==> src/rtl/regfile_debug_port_if.sv <==
// Host/CPU-facing bundle of the register-file debug port.
//   master : the debug initiator (drives halt_req, rf_* selects/write, dump words)
//   slave  : the environment (host link, CPU halt logic, register file)
// Signals:
//   cmd_valid/cmd_op/cmd_ready  host command handshake (op 0 = dump, 1 = load)
//   halt_req/halt_ack           CPU freeze request / acknowledge
//   ld_valid/ld_data/ld_ready   host load-word stream
//   dm_valid/dm_data/dm_idx/dm_ready  dump-word stream
//   rf_we/rf_dr/rf_buss         register-file write port
//   rf_sr1/rf_sr2, rf_ra/rf_rb  register-file read selects and data
//   done/err                    completion pulse and error status
interface regfile_debug_port_if;
  logic        cmd_valid;
  logic        cmd_op;
  logic        cmd_ready;
  logic        halt_req;
  logic        halt_ack;
  logic        ld_valid;
  logic [15:0] ld_data;
  logic        ld_ready;
  logic        dm_valid;
  logic [15:0] dm_data;
  logic [2:0]  dm_idx;
  logic        dm_ready;
  logic        rf_we;
  logic [2:0]  rf_dr;
  logic [15:0] rf_buss;
  logic [2:0]  rf_sr1;
  logic [2:0]  rf_sr2;
  logic [15:0] rf_ra;
  logic [15:0] rf_rb;
  logic        done;
  logic        err;

  modport master (
    input  cmd_valid, cmd_op, halt_ack, ld_valid, ld_data, dm_ready, rf_ra, rf_rb,
    output cmd_ready, halt_req, ld_ready, dm_valid, dm_data, dm_idx,
           rf_we, rf_dr, rf_buss, rf_sr1, rf_sr2, done, err
  );

  modport slave (
    output cmd_valid, cmd_op, halt_ack, ld_valid, ld_data, dm_ready, rf_ra, rf_rb,
    input  cmd_ready, halt_req, ld_ready, dm_valid, dm_data, dm_idx,
           rf_we, rf_dr, rf_buss, rf_sr1, rf_sr2, done, err
  );
endinterface

==> src/rtl/regfile_debug_port.sv <==
// Debug initiator for the LC-3 8 x 16-bit register file.
// On a host command it requests a CPU halt, then either dumps all eight
// registers (two per read cycle through SR1/SR2) or loads all eight through
// the write port, always in register order 0..7.
// Ports:
//   clk    rising-edge clock
//   reset  synchronous, active-low
//   bus    regfile_debug_port_if.master (command, halt, load, dump and
//          register-file signals)
module regfile_debug_port #(
  parameter int HALT_TIMEOUT = 16
) (
  input logic                   clk,
  input logic                   reset,
  regfile_debug_port_if.master  bus
);

  typedef enum logic [2:0] {
    IDLE, REQ, DUMP_RD, DUMP_OUT0, DUMP_OUT1, LOAD_WAIT, LOAD_WR, DONE
  } state_t;

  localparam logic [7:0] TMO_LAST = 8'(HALT_TIMEOUT - 1);

  state_t      state;
  logic        op;
  logic        err_q;
  logic [1:0]  k;      // dump pair counter
  logic [2:0]  i;      // load register index
  logic [7:0]  tcnt;   // halt-request wait counter
  logic [15:0] buf0;
  logic [15:0] buf1;
  logic [15:0] wbuf;
  logic        active;

  // States in which this block owns the register-file ports.
  assign active = (state == DUMP_RD) || (state == DUMP_OUT0) || (state == DUMP_OUT1) ||
                  (state == LOAD_WAIT) || (state == LOAD_WR);

  always_ff @(posedge clk) begin
    if (!reset) begin
      state <= IDLE;
      op    <= 1'b0;
      err_q <= 1'b0;
      k     <= 2'd0;
      i     <= 3'd0;
      tcnt  <= 8'd0;
      buf0  <= 16'd0;
      buf1  <= 16'd0;
      wbuf  <= 16'd0;
    end else if (active && !bus.halt_ack) begin
      // The CPU took its ports back: abandon the transfer, never resume it.
      err_q <= 1'b1;
      state <= DONE;
    end else begin
      case (state)
        IDLE: begin
          if (bus.cmd_valid) begin
            op    <= bus.cmd_op;
            err_q <= 1'b0;
            k     <= 2'd0;
            i     <= 3'd0;
            tcnt  <= 8'd0;
            state <= REQ;
          end
        end
        REQ: begin
          if (bus.halt_ack) begin
            state <= op ? LOAD_WAIT : DUMP_RD;
          end else if (tcnt == TMO_LAST) begin
            err_q <= 1'b1;
            state <= DONE;
          end else begin
            tcnt <= tcnt + 8'd1;
          end
        end
        DUMP_RD: begin
          // Register file reads combinationally from the selects driven now.
          buf0  <= bus.rf_ra;
          buf1  <= bus.rf_rb;
          state <= DUMP_OUT0;
        end
        DUMP_OUT0: begin
          if (bus.dm_ready) state <= DUMP_OUT1;
        end
        DUMP_OUT1: begin
          if (bus.dm_ready) begin
            if (k == 2'd3) begin
              state <= DONE;
            end else begin
              k     <= k + 2'd1;
              state <= DUMP_RD;
            end
          end
        end
        LOAD_WAIT: begin
          if (bus.ld_valid) begin
            wbuf  <= bus.ld_data;
            state <= LOAD_WR;
          end
        end
        LOAD_WR: begin
          if (i == 3'd7) begin
            state <= DONE;
          end else begin
            i     <= i + 3'd1;
            state <= LOAD_WAIT;
          end
        end
        DONE:    state <= IDLE;
        default: state <= IDLE;
      endcase
    end
  end

  assign bus.cmd_ready = (state == IDLE);
  assign bus.halt_req  = (state != IDLE) && (state != DONE);
  assign bus.done      = (state == DONE);
  assign bus.err       = err_q;

  assign bus.rf_sr1 = (state == DUMP_RD) ? {k, 1'b0} : 3'd0;
  assign bus.rf_sr2 = (state == DUMP_RD) ? {k, 1'b1} : 3'd0;

  assign bus.dm_valid = (state == DUMP_OUT0) || (state == DUMP_OUT1);
  assign bus.dm_data  = (state == DUMP_OUT0) ? buf0 :
                        (state == DUMP_OUT1) ? buf1 : 16'd0;
  assign bus.dm_idx   = (state == DUMP_OUT0) ? {k, 1'b0} :
                        (state == DUMP_OUT1) ? {k, 1'b1} : 3'd0;

  assign bus.ld_ready = (state == LOAD_WAIT);

  // A write must not land if halt_ack drops in the write cycle itself.
  assign bus.rf_we   = (state == LOAD_WR) && bus.halt_ack;
  assign bus.rf_dr   = (state == LOAD_WR) ? i : 3'd0;
  assign bus.rf_buss = (state == LOAD_WR) ? wbuf : 16'd0;

endmodule
==> src/flat_wrapper.sv <==
// flat-port wrapper written by rule: the top's interface ports become plain ports
module regfile_debug_port_flat 
#(
  parameter int HALT_TIMEOUT = 16
)
  (clk, reset, bus_cmd_valid, bus_cmd_op, bus_halt_ack, bus_ld_valid, bus_ld_data, bus_dm_ready, bus_rf_ra, bus_rf_rb, bus_cmd_ready, bus_halt_req, bus_ld_ready, bus_dm_valid, bus_dm_data, bus_dm_idx, bus_rf_we, bus_rf_dr, bus_rf_buss, bus_rf_sr1, bus_rf_sr2, bus_done, bus_err);
  regfile_debug_port_if bus_i ();
  input logic clk;
  input logic reset;
  input wire logic [$bits(bus_i.cmd_valid)-1:0] bus_cmd_valid;
  input wire logic [$bits(bus_i.cmd_op)-1:0] bus_cmd_op;
  input wire logic [$bits(bus_i.halt_ack)-1:0] bus_halt_ack;
  input wire logic [$bits(bus_i.ld_valid)-1:0] bus_ld_valid;
  input wire logic [$bits(bus_i.ld_data)-1:0] bus_ld_data;
  input wire logic [$bits(bus_i.dm_ready)-1:0] bus_dm_ready;
  input wire logic [$bits(bus_i.rf_ra)-1:0] bus_rf_ra;
  input wire logic [$bits(bus_i.rf_rb)-1:0] bus_rf_rb;
  output wire logic [$bits(bus_i.cmd_ready)-1:0] bus_cmd_ready;
  output wire logic [$bits(bus_i.halt_req)-1:0] bus_halt_req;
  output wire logic [$bits(bus_i.ld_ready)-1:0] bus_ld_ready;
  output wire logic [$bits(bus_i.dm_valid)-1:0] bus_dm_valid;
  output wire logic [$bits(bus_i.dm_data)-1:0] bus_dm_data;
  output wire logic [$bits(bus_i.dm_idx)-1:0] bus_dm_idx;
  output wire logic [$bits(bus_i.rf_we)-1:0] bus_rf_we;
  output wire logic [$bits(bus_i.rf_dr)-1:0] bus_rf_dr;
  output wire logic [$bits(bus_i.rf_buss)-1:0] bus_rf_buss;
  output wire logic [$bits(bus_i.rf_sr1)-1:0] bus_rf_sr1;
  output wire logic [$bits(bus_i.rf_sr2)-1:0] bus_rf_sr2;
  output wire logic [$bits(bus_i.done)-1:0] bus_done;
  output wire logic [$bits(bus_i.err)-1:0] bus_err;
  assign bus_i.cmd_valid = bus_cmd_valid;
  assign bus_i.cmd_op = bus_cmd_op;
  assign bus_i.halt_ack = bus_halt_ack;
  assign bus_i.ld_valid = bus_ld_valid;
  assign bus_i.ld_data = bus_ld_data;
  assign bus_i.dm_ready = bus_dm_ready;
  assign bus_i.rf_ra = bus_rf_ra;
  assign bus_i.rf_rb = bus_rf_rb;
  assign bus_cmd_ready = bus_i.cmd_ready;
  assign bus_halt_req = bus_i.halt_req;
  assign bus_ld_ready = bus_i.ld_ready;
  assign bus_dm_valid = bus_i.dm_valid;
  assign bus_dm_data = bus_i.dm_data;
  assign bus_dm_idx = bus_i.dm_idx;
  assign bus_rf_we = bus_i.rf_we;
  assign bus_rf_dr = bus_i.rf_dr;
  assign bus_rf_buss = bus_i.rf_buss;
  assign bus_rf_sr1 = bus_i.rf_sr1;
  assign bus_rf_sr2 = bus_i.rf_sr2;
  assign bus_done = bus_i.done;
  assign bus_err = bus_i.err;
  regfile_debug_port #(.HALT_TIMEOUT(HALT_TIMEOUT)) u_core (.clk(clk), .reset(reset), .bus(bus_i));
endmodule
==> config.mk <==
export PLATFORM = sky130hd
export DESIGN_NAME = regfile_debug_port_flat
export DESIGN_NICKNAME = d
export VERILOG_FILES = /design/src/rtl/regfile_debug_port_if.sv /design/src/rtl/regfile_debug_port.sv /design/src/flat_wrapper.sv
export SDC_FILE = /design/constraint.sdc
export NUM_CORES = 1
export LEC_CHECK = 0
export ABC_AREA = 0
export CORE_ASPECT_RATIO = 1.1
export CORE_MARGIN = 3
export CORE_UTILIZATION = 40
export DETAILED_ROUTE_END_ITERATION = 10
export PLACE_DENSITY = 0.68
export SYNTH_ARGS = -nofsm -noshare
export SYNTH_HDL_FRONTEND = slang
export SYNTH_SLANG_ARGS = --single-unit
==> constraint.sdc <==
create_clock -name clk -period 2 [get_ports clk]
set_input_delay 0.3 -clock clk [delete_from_list [all_inputs] [get_ports clk]]
set_output_delay 0.3 -clock clk [all_outputs]
set_load 0.02 [all_outputs]
After elaboration in Yosys (flattened, before gate mapping)
Index checks and enable logic that the tools add are counted.
{ "word_totals": {"reg_bits": 66, "latch_bits": 0, "mem_bits_rw": 0, "mem_bits_ro": 0, "in_bits": 55, "output_inout_bits": 51, "elab_cells": 95, "mem_count": 0} }
{ "classes": {"n_addsub": 3, "multipliers": 0, "div_mod_pow": 0, "order_cmp": 0, "n_eq_ne": 24, "shifts": 0, "muxes": 35, "bitwise": 1, "n_reduce_logical": 23} }
{ "op_table": {"columns": ["operator", "n"], "rows": [
  ["$mux W16", 3],
  ["$mux W3", 16],
  ["$mux W8", 3],
  ["$pmux W3 S8", 1],
  ["$pmux W8 S2", 1],
  ["$eq A3 B3 Y1 const B", 5],
  ["$reduce_and A5 Y1", 3],
  ["$ne A2 B2 Y1 const B", 6],
  ["$ne A3 B2 Y1 const B", 3],
  ["$ne A3 B3 Y1 const B", 3],
  ["$add A8 B1 Y8 const B", 1],
  ["$eq A8 B4 Y1 const B", 1],
  ["$mux W2", 4],
  ["$reduce_and A4 Y1", 2],
  ["$eq A3 B2 Y1 const B", 2],
  ["$pmux W3 S2", 1],
  ["$reduce_and A3 Y1", 2],
  ["$reduce_bool A2 Y1", 3],
  ["$reduce_bool A3 Y1", 2],
  ["$logic_or A1 B1 Y1", 5],
  ["$mux W1", 4],
  ["$ne A4 B2 Y1 const B", 1],
  ["$pmux W2 S2", 1],
  ["$add A3 B1 Y3 const B", 1],
  ["other kinds (10)", 12]
]} }

Depth between registers and ports, before layout
Gate-level depths: netlist of run 1.
{ "depth": {"ltp_word": 8, "ltp_mapped": 7, "ltp_nobuf": 6} }

Worst setup path before layout of run 1
No wires, ideal clock.
{ "synth_timing": {"kind": "reg-to-output", "start": "register u_core.state[1]", "end": "output port bus_dm_data[10]", "arrival_ps": 1784, "t_required_ps": 1700, "slack_ps": -84, "stages_incl_launch_ff": 6, "n_path_buf": 3, "cell_sequence": "dfxtp_1 > clkbuf_1 > nor3b_1 > clkbuf_1 > clkbuf_1 > a22o_1"} }
{ "synth_via": {"elab_chain_cells": 3, "elab_cells_between_ends": 4, "classes_between": "2 x eq/ne; 2 x mux"} }
{ "synth_rtl": {"columns": ["element", "line", "source"], "rows": [
  ["start, declared", "regfile_debug_port.sv:24", "state_t state;"],
  ["start signal, assigned", "regfile_debug_port.sv:68", "state <= op ? LOAD_WAIT : DUMP_RD;"],
  ["$eq A3 B3 Y1", "regfile_debug_port.sv:125", "(state == DUMP_OUT1) ? buf1 : 16'd0;"],
  ["$mux W16", "regfile_debug_port.sv:125", null],
  ["$mux W16 (*)", "regfile_debug_port.sv:124", "assign bus.dm_data = (state == DUMP_OUT0) ? buf0 :"],
  ["end, declared", "flat_wrapper.sv:22", "output wire logic [$bits(bus_i.dm_data)-1:0] bus_dm_data;"]
]} }
Every way passes the cells marked *; elsewhere a longest branch is shown, timed or not.

Worst setup path after layout of run 1
{ "layout_timing": {"start": "register u_core.tcnt[7]", "end": "register u_core.state[1]"} }
{ "layout_via": {"elab_chain_cells": 3} }
{ "layout_rtl": {"columns": ["element", "line", "source"], "rows": [
  ["start, declared", "regfile_debug_port.sv:29", "logic [7:0] tcnt;"],
  ["start signal, assigned", "regfile_debug_port.sv:73", "tcnt <= tcnt + 8'd1;"],
  ["$eq A8 B4 Y1", "regfile_debug_port.sv:69", "end else if (tcnt == TMO_LAST) begin"],
  ["$ne A4 B2 Y1 (no source line)", null, null],
  ["$reduce_and A5 Y1 (no source line)", null, null]
]} }
Every way passes these cells.
A chain may end at the register's enable or synchronous reset.

==> summary.md, run 1 <==
| Metric | Value |
|---|---|
| Status | finished, final reports clean |
| Cell total after placement | 617 |
| TNS Setup | 0 ns |
| Hold_buf cts | 0 |
| Async SR Flop Fraction | 0% |
| Synth warn | 0 |
| Total Power | 4112 uW |
| Element type at the critical path end | flip-flop |
| Congestion Overflow GR | 0 |
| Syn Nets | 471 |
| CTS tree | built |
| Crit path launch type | flip-flop |
| Routed vias | 3,182 |
| Number of H-tree levels | 3 |
| Initial Utilization | 41.86% |
| Post-DP HPWL | 6110 um |
| Netlist cell types | 43 |
| Nets | 582 |
| Final Cycle Share | 95.82% |
| Largest net degree at the start of global routing | 57 |
| LEAKAGE | 0.001812 uW |
| Max IR drop VDD | 0.4245 mV |
| First-pass GRT wire length | 14,170 um |
| Non-Filler Instances | 633 |
| TritonCTS Buffers | 9 |
| R2R Path End | u_core.state[1] |
| GRT Overall Usage | 19.01% |
| CTS sink cnt | 66 |
| Max-Cap Viols | 0 |
| Worst Skew | 0.006258 ns |
| Mapped cell area | 3163 sq um |
| Num rows | 33 |
| Synth Instances | 412 |
| Slowest cell on the critical path | or4_4 |
| Final hold viol count | 0 |
| Max-slew violations | 0 |
| Total wire length | 8528 um |
| Post-synth EDFFs | 0 |
| Met2 wire length | 4277 um |
| Tmin final | 1.916 ns |
| Initial DRT Pass Iterations | 4 |
| Multi-input logic area | 1702 sq um |
| Placer congestion estimate | 0.8278 |
| Ports | 106 |
| Area post-placement | 4476 sq um |
| Clock root cell | clkbuf_8 |
| Register area | 1324 sq um |
| Critical-path maximum fanout | 4 |
| Hold path start | u_core.wbuf[13] |
| Vias in the first global route | 3,046 |
| Top sig layer | met4 |
| Final setup vio count | 0 |
| Vias per cell | 5.027 |
| Core Area | 7556 sq um |
| Flop2flop setup slack | 0.08 ns |
| Clock Latency Late Sink | 0.33 ns |
| Chip Width | 90.79 um |
| Final Instance Area | 4603 sq um |
| Diodes inserted | 0 |
| Commonest register cell after synthesis | dfxtp_1 |
| Antenna violations before repair | 0 |
| Clock slew at reported path FFs | 0.08 ns |
| Die height | 99.27 um |
| Fillers | 716 |
| PwrDens | 893.4 nW/um^2 |
| Worst r2r path cells | 4 |
| Crit path required time | 2.24 ns |
| DRT antenna net count | 0 |
| Fin worst setup slack | 0.08351 ns |
| Fmax | 521.8 MHz |
| Drt drc | 0 |
| Crit path largest cell delay | 0.55 ns |
| Worst R2R Start | u_core.tcnt[7] |
| WL/cell | 13.47 um |
| CTS Buffer Depth | 2 |
| Die ar. | 9012 sq um |
| Iter 0 DRT Violations | 139 |
| Count of input and output buffers | 104 |
| Arrival time of the worst setup path | 2.16 ns |
| Worst hold path class | flip-flop to flip-flop |
| Dpl ws | -0.1406 ns |
| Critical path type | flip-flop to flip-flop |
| Post-CTS repair timing setup buffer count | 0 |
| Synth Register Bits | 66 |
| Layout cells sized above 1 | 17.05% |
| Hold Path Sink | u_core.wbuf[13] |
| Seq/Total Area, Yosys | 41.77% |
| Post-Route M1 WL | 3781 um |
| Area Overhead vs Synth | 45.53% |
| Cell Chain, Critical Path | or4_4 > o21a_1 > or3_4 > o31ai_2 |
| Worst Hold Depth | 2 |
| Met3 WL | 321 um |
| Synth Area per Inst | 7.677 sq um |
-- cells by family (layout without fill, tap and decap cells) --
group / Yosys count / after routing / share of synthesized area [%]
buffers and inverters: 41 / 157 / 5.498
AND/OR/NAND/NOR: 190 / 190 / 28.84
multiplexers: 6 / 6 / 1.899
adder cells (fa/ha/maj): 4 / 4 / 1.582
other: 1 / 1 / 0.1186
flip-flops: 66 / 66 / 41.77
AO/OA/AOI/OAI: 104 / 104 / 20.29
-- cell type report --
type | count | share of cell area (%)
Sequential cell | 66 | 28.76
Timing Repair Buffer | 136 | 26.09
Inverter | 5 | 0.4077
Tap cell | 105 | 2.854
Multi-Input combinational cell | 305 | 36.97
Clock inverter | 6 | 1.930
Clock buffer | 10 | 2.990
-- state kept, by name (all words and copies together), names as in the netlist --
| name | cells |
|---|---|
| u_core.buf0 | 16 |
| u_core.buf1 | 16 |
| u_core.bus.err | 1 |
| u_core.i | 3 |
| u_core.k | 2 |
| u_core.op | 1 |
| u_core.state | 3 |
| u_core.tcnt | 8 |
| u_core.wbuf | 16 |
-- worst max path at each step --
stage | from | to | slack, ns | depth (start not counted)
4_1_cts | u_core.state[1] | bus_dm_idx[2] | 0.002 | 4
6_report | u_core.tcnt[7] | u_core.state[1] | 0.08 | 4
3_5_place_dp | bus_cmd_valid | u_core.tcnt[4] | -0.14 | 5
2_1_floorplan | u_core.state[0] | bus_rf_sr2[1] | 0.04 | 4
3_3_place_gp | bus_cmd_valid | u_core.tcnt[5] | -0.11 | 5
5_1_grt | u_core.state[0] | bus_dm_data[12] | -0.005 | 4
-- layout by cell type, fill, tap and decap left out, types with 3 or more instances in the layout --
| master | n |
|---|---|
| nand2_1 | 114 |
| clkdlybuf4s15_2 | 3 |
| nand4b_1 | 3 |
| buf_12 | 4 |
| buf_4 | 27 |
| mux2i_1 | 6 |
| clkdlybuf4s50_1 | 55 |
| o211ai_1 | 3 |
| a22o_1 | 16 |
| clkbuf_8 | 10 |
| nor2b_1 | 4 |
| and2_1 | 25 |
| ha_1 | 4 |
| o21ai_0 | 8 |
| a2111o_1 | 4 |
| dlygate4sd2_1 | 10 |
| nor2_1 | 8 |
| clkdlybuf4s15_1 | 11 |
| inv_1 | 5 |
| dfxtp_1 | 64 |
| clkbuf_2 | 23 |
| nand2b_1 | 7 |
| a21oi_1 | 63 |
| nand3_1 | 7 |
-- routing by layer --
metal / up-vias / GRT usage [%]
met5: - / 0
met1: 1487 / 23.26
met3: 10 / 4.614
met4: 0 / 6.961
li1: 1616 / -
met2: 69 / 32.57
-- critical path: cells and delay by family (launching register included) --
| family | cells | cell delay, ns |
|---|---|---|
| AOI/OAI and AO/OA | 2 | 0.51 |
| DFF | 1 | 0.33 |
| and+or+nand+nor | 2 | 0.98 |
-- where the power goes --
group / switching, uW / internal, uW
logic: 690 / 622
registers: 91.6 / 1430
clock network: 538 / 738
total: 1320 / 2790
-- synth_stat cells (2+ instances only) --
master	instances	share of area (%)
inv_1	5	0.59
nor2_1	8	0.95
clkbuf_1	26	3.1
a21boi_0	2	0.47
nor2b_1	4	0.79
nand2b_1	7	1.4
mux2i_1	6	1.9
a21oi_1	63	10
o31ai_1	2	0.47
nand2_1	114	14
and3_1	2	0.40
nand4_1	2	0.40
nand4b_1	3	0.83
o211ai_1	3	0.71
a22o_1	16	4.4
nor3_1	2	0.32
nand3_1	7	1.1
and2_1	25	4.9
o2111ai_1	2	0.55
ha_1	4	1.6
nor3b_1	2	0.47
dfxtp_1	66	42
and2_0	2	0.40
buf_2	7	1.1
nor4b_1	2	0.55
o21ai_0	8	1.3
buf_4	3	0.71
a2111o_1	4	1.4
-- what timing repair did --
action | in CTS | in global routing
pin swaps | 0 | 0
setup endpoints to repair | 49 | 43
resized for setup | 64 | 64
-- through the flow --
stage                     util (%)  hold WS [ns]
final                        60.92        0.4529
after global routing         60.92        0.4691
after CTS                    61.72        0.4551
after detailed placement     59.23        0.4458
after global placement       59.23        0.4379
after floorplan                  -        0.4317
No activity file was read; power rests on OpenSTA's default activity.
==> run 2, diff against run 1 <==
--- a/config.mk
+++ b/config.mk
@@ -5,7 +5,6 @@
 export SDC_FILE = /design/constraint.sdc
 export NUM_CORES = 1
 export LEC_CHECK = 0
-export ABC_AREA = 0
 export CORE_ASPECT_RATIO = 1.1
 export CORE_MARGIN = 3
 export CORE_UTILIZATION = 40
==> results of run 2 <==
No change in the layout: final DEF, timing and power equal those of run 1.
==> run 3, diff against run 2 <==
==> constraint.sdc (replaced) <==
create_clock -name clk -period 2 [get_ports clk]
set_input_delay 0.4 -clock clk [delete_from_list [all_inputs] [get_ports clk]]
set_output_delay 0.4 -clock clk [all_outputs]
set_load 0.02 [all_outputs]
==> summary.md, run 3 (same netlist as run 1, synthesis figures left out) <==
| Metric | Value |
|---|---|
| Most frequent cells in the layout | 114 x nand2_1, 63 x a21oi_1, 63 x dfxtp_1 |
| Fmax | 507.6 MHz |
| Total Power | 4138 uW |
| Crit path required time | 1.60 ns |
| Arrival time of the worst setup path | 1.57 ns |
| Diodes inserted | 0 |
| Num rows | 33 |
| GRT Overall Usage | 18.87% |
| Worst Skew | 0.01337 ns |
| Cell Chain, Critical Path | and3b_2 > or2_2 > and2_1 > buf_2 |
| Initial DRT Pass Iterations | 4 |
| RSZ-0062 raised after global routing | true |
| Placer congestion estimate | 0.8605 |
| Routed vias | 3,174 |
| Post-Route M1 WL | 3715 um |
| WL/cell | 13.71 um |
| Crit path launch type | flip-flop |
| LEAKAGE | 0.001821 uW |
| Commonest non-fill, non-tap cell in the layout | nand2_1 |
| Chip Width | 90.79 um |
| First-pass GRT wire length | 14,080 um |
| Antenna violations before repair | 0 |
| Final Hold Slack | 0.4521 ns |
| Cell total after placement | 616 |
| Max-Cap Viols | 0 |
| Final setup vio count | 0 |
| Critical path type | flip-flop to primary output |
| CTS tree | built |
| Iter 0 DRT Violations | 190 |
| Count of input and output buffers | 104 |
| Met3 WL | 405 um |
| Crit path largest cell delay | 0.36 ns |
| Tmin final | 1.970 ns |
| PwrDens | 903.4 nW/um^2 |
| Post-DP HPWL | 6219 um |
| Met2 wire length | 4491 um |
| Max IR drop VDD | 0.5884 mV |
| Core Area | 7556 sq um |
| CTS sink cnt | 66 |
| Nets | 582 |
| Top sig layer | met4 |
| Non-Filler Instances | 633 |
| Die ar. | 9012 sq um |
| Vias in the first global route | 2,976 |
| Hold_buf cts | 0 |
| DRT antenna net count | 0 |
| Final Cycle Share | 98.51% |
| Area Overhead vs Synth | 44.82% |
| Fillers | 718 |
| CTS Buffer Depth | 2 |
| Clock slew at reported path FFs | 0.07 ns |
| Max-slew violations | 0 |
| Area post-placement | 4486 sq um |
| Dpl ws | -0.2271 ns |
| Ports | 106 |
| Total wire length | 8680 um |
| Largest net degree at the start of global routing | 57 |
| Clock Latency Late Sink | 0.34 ns |
| Die height | 99.27 um |
| Registers with the most flip-flops | u_core.buf0 x16, u_core.buf1 x16, u_core.wbuf x16 |
| Drt drc | 0 |
| Clock root cell | clkbuf_8 |
| Critical-path maximum fanout | 5 |
| TritonCTS Buffers | 9 |
| Initial Utilization | 41.86% |
| Status | finished, final reports clean |
| Vias per cell | 5.014 |
| Fin worst setup slack | 0.02986 ns |
| Layout cells sized above 1 | 20.27% |
| Slowest cell on the critical path | dfxtp_2 |
| Number of H-tree levels | 3 |
| Final hold viol count | 0 |
| Final Instance Area | 4581 sq um |
| Element type at the critical path end | primary output |
| Worst hold path class | flip-flop to flip-flop |
| Congestion Overflow GR | 0 |
## run 3: final timing paths
check | startpoint | endpoint | slack (ns) | cells past startpoint
worst min register to register | u_core.wbuf[10] | u_core.wbuf[10] | 0.45 | 2
worst max register to register | u_core.tcnt[7] | u_core.state[1] | 0.06 | 4
worst max-delay path | u_core.state[1] | bus_dm_idx[2] | 0.03 | 4
worst min-delay path | u_core.wbuf[10] | u_core.wbuf[10] | 0.45 | 2
## run 3: cell type report
type	count	area (sq um)	share of cell area, %
Timing Repair Buffer	136	1171	25.57
Clock inverter	6	88.84	1.939
Multi-Input combinational cell	305	1705	37.23
Sequential cell	66	1328	28.98
Tap cell	105	131.4	2.868
Clock buffer	10	137.6	3.005
Inverter	5	18.77	0.4097
## run 3: metal layers
metal,vias to the layer above,track usage [%]
li1,1621,-
met1,1482,22.80
met2,66,33.09
met3,5,4.539
met4,0,6.148
met5,-,0
## run 3: worst max-delay path, delay by kind of cell, from the launching register on
family	cells	cell delay, ns
DFF	1	0.36
buffers and inverters	1	0.16
and+or+nand+nor	3	0.72
## run 3: repair_timing
| action | 4_1_cts | 5_1_grt |
|---|---|---|
| setup buffers | 1 | 0 |
| endpoints found under the hold margin | 0 | 0 |
| resized for setup | 149 | 41 |
| endpoints found under the setup margin | 51 | 39 |
## run 3: report_power, final
part           switching [uW]  total (uW)  internal [uW]
sequential               94.4        1530           1440
clock                     529        1270            738
combinational             700        1340            638
## run 3: metrics by stage
step	util (%)	TNS, ns
after detailed placement	59.36	-1.743
after CTS	62.53	-0.1341
after floorplan	-	0
after global placement	59.36	-1.459
after global routing	60.62	-0.09528
final	60.62	0
